**config.mk**
```make
export PLATFORM = sky130hd
export DESIGN_NAME = whack_window_timer
export DESIGN_NICKNAME = d
export VERILOG_FILES = /design/src/rtl/whack_window_timer.sv
export SDC_FILE = /design/constraint.sdc
export NUM_CORES = 1
export LEC_CHECK = 0
export CORE_MARGIN = 2
export CORE_UTILIZATION = 40
export DETAILED_ROUTE_END_ITERATION = 12
export PLACE_DENSITY_LB_ADDON = 0.3
export SYNTH_ARGS = -nofsm -noshare
export SYNTH_HDL_FRONTEND = slang
export SYNTH_SLANG_ARGS = --single-unit
```
**constraint.sdc**
```tcl
create_clock -name systemClock -period 2.7 [get_ports systemClock]
set_input_delay 0.81 -clock systemClock [delete_from_list [all_inputs] [get_ports systemClock]]
set_output_delay 0.81 -clock systemClock [all_outputs]
set_load 0.02 [all_outputs]
```
**src/rtl/whack_window_timer.sv**
```systemverilog
// whack_window_timer: N_CH independent mole response windows driven by one
// shared tick prescaler. Each channel is armed with the current window
// length, counts down on ticks, and closes with a hit (press) or miss
// (timeout). The window length can be shortened with shrink pulses.
// Optional feature macro: WHACK_FALSE_PRESS_EN (adds false_press output and
// blocks a shrink that coincides with a false press).
module whack_window_timer #(
    parameter int unsigned TICK_DIV    = 50000000,
    parameter int unsigned N_CH        = 4,
    parameter int unsigned CNT_W       = 4,
    parameter int unsigned INIT_WINDOW = 5,
    parameter int unsigned MIN_WINDOW  = 1,
    parameter int unsigned SHRINK_STEP = 1
) (
    input  logic                    systemClock,
    input  logic                    reset,
    input  logic                    enable,
    input  logic [N_CH-1:0]         start,
    input  logic [N_CH-1:0]         pressed,
    input  logic                    shrink,
    output logic [N_CH*CNT_W-1:0]   timer,
    output logic [N_CH-1:0]         active,
    output logic [N_CH-1:0]         hit,
    output logic [N_CH-1:0]         miss,
    output logic [CNT_W-1:0]        window,
    output logic                    tick
`ifdef WHACK_FALSE_PRESS_EN
    ,
    output logic [N_CH-1:0]         false_press
`endif
);

    localparam int unsigned PS_W = (TICK_DIV > 1) ? $clog2(TICK_DIV) : 1;
    localparam logic [PS_W-1:0]  PS_MAX       = PS_W'(TICK_DIV - 1);
    localparam logic [CNT_W-1:0] WIN_INIT     = CNT_W'(INIT_WINDOW);
    localparam logic [CNT_W-1:0] WIN_MIN      = CNT_W'(MIN_WINDOW);
    localparam logic [CNT_W-1:0] WIN_STEP     = CNT_W'(SHRINK_STEP);
    localparam logic [CNT_W:0]   SHRINK_FLOOR = (CNT_W+1)'(MIN_WINDOW + SHRINK_STEP);

    localparam logic [0:0] S_IDLE   = 1'b0;
    localparam logic [0:0] S_ACTIVE = 1'b1;

    logic [PS_W-1:0]        r_presc;
    logic                   r_tick;
    logic [CNT_W-1:0]       r_window;
    logic [N_CH-1:0]        r_state;
    logic [N_CH*CNT_W-1:0]  r_timer;
    logic [N_CH-1:0]        r_hit;
    logic [N_CH-1:0]        r_miss;

    logic                   w_tick_now;
    logic                   w_shrink_ok;
    logic [CNT_W:0]         w_win_ext;
    logic [CNT_W-1:0]       w_window_shrunk;

    assign w_tick_now = enable && (r_presc == '0);

    // Next window value after one shrink, clamped at the floor without wrapping
    always_comb begin
        w_win_ext = {1'b0, r_window};
        if (w_win_ext >= SHRINK_FLOOR) begin
            w_window_shrunk = r_window - WIN_STEP;
        end else begin
            w_window_shrunk = WIN_MIN;
        end
    end

`ifdef WHACK_FALSE_PRESS_EN
    logic [N_CH-1:0] r_false;
    logic [N_CH-1:0] w_false_now;

    // A press on an idle, non-arming channel while the game runs is a false press
    always_comb begin
        w_false_now = '0;
        for (int unsigned i = 0; i < N_CH; i++) begin
            w_false_now[i] = enable && (r_state[i] == S_IDLE) && pressed[i] && !start[i];
        end
    end

    assign w_shrink_ok = shrink && !(|w_false_now);

    // Register false-press pulses
    always_ff @(posedge systemClock) begin
        if (reset) begin
            r_false <= '0;
        end else begin
            r_false <= w_false_now;
        end
    end

    assign false_press = r_false;
`else
    assign w_shrink_ok = shrink;
`endif

    // Shared prescaler: counts down to zero, held at reload while paused
    always_ff @(posedge systemClock) begin
        if (reset || !enable) begin
            r_presc <= PS_MAX;
            r_tick  <= 1'b0;
        end else begin
            r_tick <= w_tick_now;
            if (w_tick_now) begin
                r_presc <= PS_MAX;
            end else begin
                r_presc <= r_presc - PS_W'(1);
            end
        end
    end

    // Window length register; shrink is honoured even while paused
    always_ff @(posedge systemClock) begin
        if (reset) begin
            r_window <= WIN_INIT;
        end else if (w_shrink_ok) begin
            r_window <= w_window_shrunk;
        end
    end

    // Per-channel IDLE/ACTIVE windows; press outranks a coincident final tick
    always_ff @(posedge systemClock) begin
        if (reset || !enable) begin
            r_state <= '0;
            r_timer <= '0;
            r_hit   <= '0;
            r_miss  <= '0;
        end else begin
            r_hit  <= '0;
            r_miss <= '0;
            for (int unsigned i = 0; i < N_CH; i++) begin
                if (r_state[i] == S_IDLE) begin
                    if (start[i]) begin
                        r_state[i]                 <= S_ACTIVE;
                        r_timer[i*CNT_W +: CNT_W]  <= r_window;
                    end
                end else begin
                    if (pressed[i]) begin
                        r_state[i]                 <= S_IDLE;
                        r_timer[i*CNT_W +: CNT_W]  <= '0;
                        r_hit[i]                   <= 1'b1;
                    end else if (w_tick_now && (r_timer[i*CNT_W +: CNT_W] == CNT_W'(1))) begin
                        r_state[i]                 <= S_IDLE;
                        r_timer[i*CNT_W +: CNT_W]  <= '0;
                        r_miss[i]                  <= 1'b1;
                    end else if (w_tick_now) begin
                        r_timer[i*CNT_W +: CNT_W]  <= r_timer[i*CNT_W +: CNT_W] - CNT_W'(1);
                    end
                end
            end
        end
    end

    assign timer  = r_timer;
    assign active = r_state;
    assign hit    = r_hit;
    assign miss   = r_miss;
    assign window = r_window;
    assign tick   = r_tick;

endmodule

```
== Word-level counts from Yosys, hierarchy flattened ==
Cells that the tools add are included.
Word-level totals
  flip-flop bits (word level): 59
  logic and storage cells: 105
  input port bits: 12
  output and inout port bits: 33
Cells by class
  equality and inequality tests: 8
  magnitude comparators: 1
  bitwise logic cells: 4
  reduce and logical (&&, ||, !) cells: 25
  multiplexer cells: 45
  add/subtract/negate cells: 6
Operators by type and width (number)
  4-bit two-way mux: 21
  26-bit zero test: 1
  26-bit by 1-bit subtractor with 26-bit output, second input constant: 1
  1-bit two-way mux: 24
  4-bit by 1-bit subtractor with 4-bit output, second input constant: 5
  4-bit by 1-bit == test with 1-bit output, second input constant: 4
  4-bit by 2-bit != test with 1-bit output, second input constant: 4
  3-bit OR reduction: 4
  2-bit OR reduction: 5
  2-bit AND reduction: 4
  2-bit nonzero test: 4
  1-bit logical AND: 5
  4-bit by 2-bit >= comparator with 1-bit output, second input constant: 1
  1-bit NOT: 4
  1-bit zero test: 1
  1-bit logical OR: 1

== Depth between registers and ports, before layout ==
  depth in word-level cells: 6
  mapped depth: 9
  gate-level depth less buffers: 8

== Worst setup path before layout ==
OpenSTA, ideal clock, no wires.
  path kind: input to register
  start point: in enable
  end point: reg r_timer[6] (netlist: timer[6])
  path slack: 0.459 ns
  data required time: 2.572 ns
  arrival: 2.113 ns
  library setup time: 0.128 ns
  path buffers: 2
  stages on the path: 7
  cells stage by stage: nor4bb_1 -> nand4_2 -> or2_1 -> buf_2 -> buf_2 -> o211ai_1 -> a22oi_1
On the way
  cells in the longest elaborated chain, start to end: 5
  elaborated cells on any way between the ends: 9
  classes of those cells: eq/ne: 1; mux: 3; reduce/logical: 5
RTL lines
  from (decl): line 17  | input logic enable,
  1-bit logical AND: line 56  | assign w_tick_now = enable && (r_presc == '0);
  1-bit logical AND: line 141  | end else if (w_tick_now && (r_timer[i*CNT_W +: CNT_W] == CNT_W'(1))) begin
  4-bit two-way mux: line 141
  4-bit two-way mux: line 137  | if (pressed[i]) begin
  4-bit two-way mux: line 131  | if (r_state[i] == S_IDLE) begin
  to (signal, indexed assignment): line 134  | r_timer[i*CNT_W +: CNT_W] <= r_window;
  to (signal, indexed assignment): line 146  | r_timer[i*CNT_W +: CNT_W] <= r_timer[i*CNT_W +: CNT_W] - CNT_W'(1);
  to (decl): line 47  | logic [N_CH*CNT_W-1:0] r_timer;
Parallel ways exist; a longest one is shown, timed or not.
A chain may end at the register's enable or synchronous reset.

== Worst setup path in the final report ==
  start point: in enable
  end point: reg r_timer[15] (netlist: timer[15])
Same word-level chain as after synthesis.

==> impl_metrics.yaml <==
worst_setup_path:
  critPathArrivalTime_ns: 2.73
  critPathLaunchType: "input pin"
  crit_path_end_kind: "register"
  crit_type: "input pin to register"
  crit_required_ns: 2.93
  worstPathCellList: "clkdlybuf4s50_1 -> nor4bb_1 -> nand4_2 -> buf_4 -> o21ai_0 -> o311ai_0 -> a211oi_1"
  cp_slowest_cell: "clkdlybuf4s50_1"
  crit_buf_inv: 2
  slowest_delay_ns: 0.47
  path_delay_family: "compound AO/OA/AOI/OAI gates"
  cp_max_fo: 4
power_and_ir_drop:
  p_sw_uw: 523.9
  pwr-share-comb: 0.129
  power_frac_seq: 0.468
  p_clk_frac: 0.404
  power.density_mw_per_mm2: 514.2
  p_leak_uw: 0.001472
  peakVddDrop_mv: 0.2851
  switching_share: 0.2647
  p_int_uw: 1455
placed_design:
  io_buffers: 44
  dp_hpwl_um: 5450
  place_congestion: 0.9380
  dp.cells: 513
  dp_slack_ns: -0.1663
logic_synthesis:
  yosysUniqueCellTypes: 47
  synth_cells: 367
  yosysTopAreaCell: "dfxtp_1"
  synth_common_cells: "dfxtp_1 (59), nand2_1 (39), nor2_1 (38), xnor2_1 (24), inv_1 (22)"
  yosysWarnings: 0
  synth_top_area_frac: 0.3893
  yosys_register_bits: 59
  synth_edf_count: 0
  avgSynthCellArea_sq_um: 8.267
  ys_top_cells_by_area: "dfxtp_1 (39%), xnor2_1 (6.9%), ha_1 (4.9%)"
  synth_flop_cell: "dfxtp_1"
  netlist_area_sq_mm: 0.003034
  ys_async_sr_fraction: 0
  synth.yosys.seq_area_share: 0.3893
  yosysMostFrequentCell: "dfxtp_1"
  synth_nets: 391
sta:
  rsz0062_at_grt: "no"
  fin_hold_ws_ns: 0.4197
  fin_ws_ns: 0.2042
  timing.fmax_mhz: 400.7
  min_period_ns: 2.496
  slew_headroom: 0.2297
  fin_crit_sh: 0.9244
  drv_slew: 0
  tightest_slew_ns: 1.151
  setup_viol: 0
  fin_skew_ns: 0.008149
  hold_viol_final: 0
cells_and_area:
  drive_above_1_share: 0.08372
  finalNonFillerCells: 529
  area_growth_pct: 26.85
  layout.nets: 449
  antennaDiodeCount: 0
floorplanning:
  ioPinCount: 45
  initial_core_util: 0.4161
  coreArea_sq_mm: 0.007292
  fp.dieH_um: 91.10
  num_rows: 31
  die_w_um: 91.10
  die-area_sq_mm: 0.008298
routing:
  topRoutingLayerUsed: "met4"
  avgViaCountPerCell: 5.425
  vias: 2870
  drt-pass1-iter-count: 5
  wl_per_cell_um: 14.24
  wl_met2_um: 3646
  wirelength_um: 7531
  ant_nets: 0
  drt-met1-wl_um: 3260
  route.met3.wl_um: 542
  drt_iter0_markers: 173
  drcViolationCount: 0
clocking:
  hold_buffers: 0
  clkSlewWorstSetupHoldPaths_ns: 0.07
  cts_tree: "built"
  cts_setup_buffers: 0
  post_cts_resized: 0
  cts.path.max_buffers: 2
  clock_latency_ns: 0.34
  h-tree-depth: 3
  cts_root_buffer: "clkbuf_8"
  clock_sinks: 59
  cts_buffers: 9
global_routing:
  grt_first_pass_wirelength_um: 12370
  grt_pass1_vias: 2588
  grt_overflow_total: 0
  grt_start_max_net_pins: 19
  track_usage: 0.1861
  antenna_found_initial: 0
hold_path:
  hp-class: "register to register"
run_status:
  outcome: "completed"
run:
  cap_violations: 0
metal layers:
| layer | vias to the layer above | GRT usage |
|---|---|---|
| li1 | 1411 | - |
| met1 | 1345 | 0.2203 |
| met2 | 104 | 0.3160 |
| met3 | 10 | 0.06307 |
| met4 | 0 | 0.06061 |
| met5 | - | 0 |
placed cells by master, fill, tap and decap left out, drive strengths merged, types with 2 or more instances in the layout:
master / count
nor3b: 3
buf: 13
nor3: 21
o311ai: 2
o211ai: 6
clkbuf: 11
a21o: 5
a221oi: 2
dfxtp: 59
and3: 5
o21ai: 19
clkinv: 3
ha: 12
nor2: 38
or4: 4
xor2: 4
a21oi: 21
o211a: 3
o31ai: 3
or3: 7
nor4: 14
nand3: 4
nor2b: 4
a211oi: 2
nand2b: 7
clkdlybuf4s50: 44
or2: 2
nand2: 39
inv: 23
a31oi: 3
nand4: 3
a211o: 4
xnor2: 24
mux2i: 5
worst paths after layout:
path,from,end,slack (ns),cells past startpoint
setup / recovery,enable,timer[15],0.20,7
hold / removal,r_presc[0],r_presc[0],0.42,1
setup reg to reg,r_presc[0],r_presc[13],0.52,7
hold reg to reg,r_presc[0],r_presc[0],0.42,1
per-stage QoR:
stage	utilization	area (sq um)	total power [uW]	TNS, ns
floorplan	-	3034	1087	0
global placement	0.5012	3655	1195	-1.344
detailed placement	0.5012	3655	1198	-3.325
CTS	0.5278	3849	2002	0
global route	0.5278	3849	2073	0
finish	0.5278	3849	1979	0
sequential cells by signal, indices dropped and copies added, names as in the netlist:
register	flops
r_presc	26
timer	16
active	4
hit	4
miss	4
window	4
tick	1
cell type report:
type,count,area [sq um]
multi-input combinational,275,1725
tap,99,123.9
sequential,59,1181
clock inverter,5,52.55
timing repair buffer,57,538.0
inverter,23,86.33
clock buffer,11,141.4
fill,696,3443
power by group through the flow:
stage	Combinational (uW)	Sequential [uW]	Clock [uW]
2_1_floorplan	128	958	0
3_3_place_gp	251	944	0
3_5_place_dp	253	945	0
4_1_cts	254	925	823
5_1_grt	279	930	864
6_report	254	925	799
worst reg2reg max path, stage by stage (launching register included):
cell	delay, ns
dfxtp_1	0.37
inv_1	0.09
ha_1	0.21
nor4bb_1	0.13
nand4_2	0.14
nor2_1	0.09
nor2_1	0.87
nand2_1	0.12
kinds of logic after synthesis:
kind of cell	after synthesis	share of synthesized area
compound gates	75	0.1584
xor+xnor	28	0.08082
fa+ha+maj	12	0.04948
buf+inv	33	0.04206
flops	59	0.3893
mux	5	0.01650
simple gates	155	0.2635
Note: power is estimated with default switching activity, not from simulation.
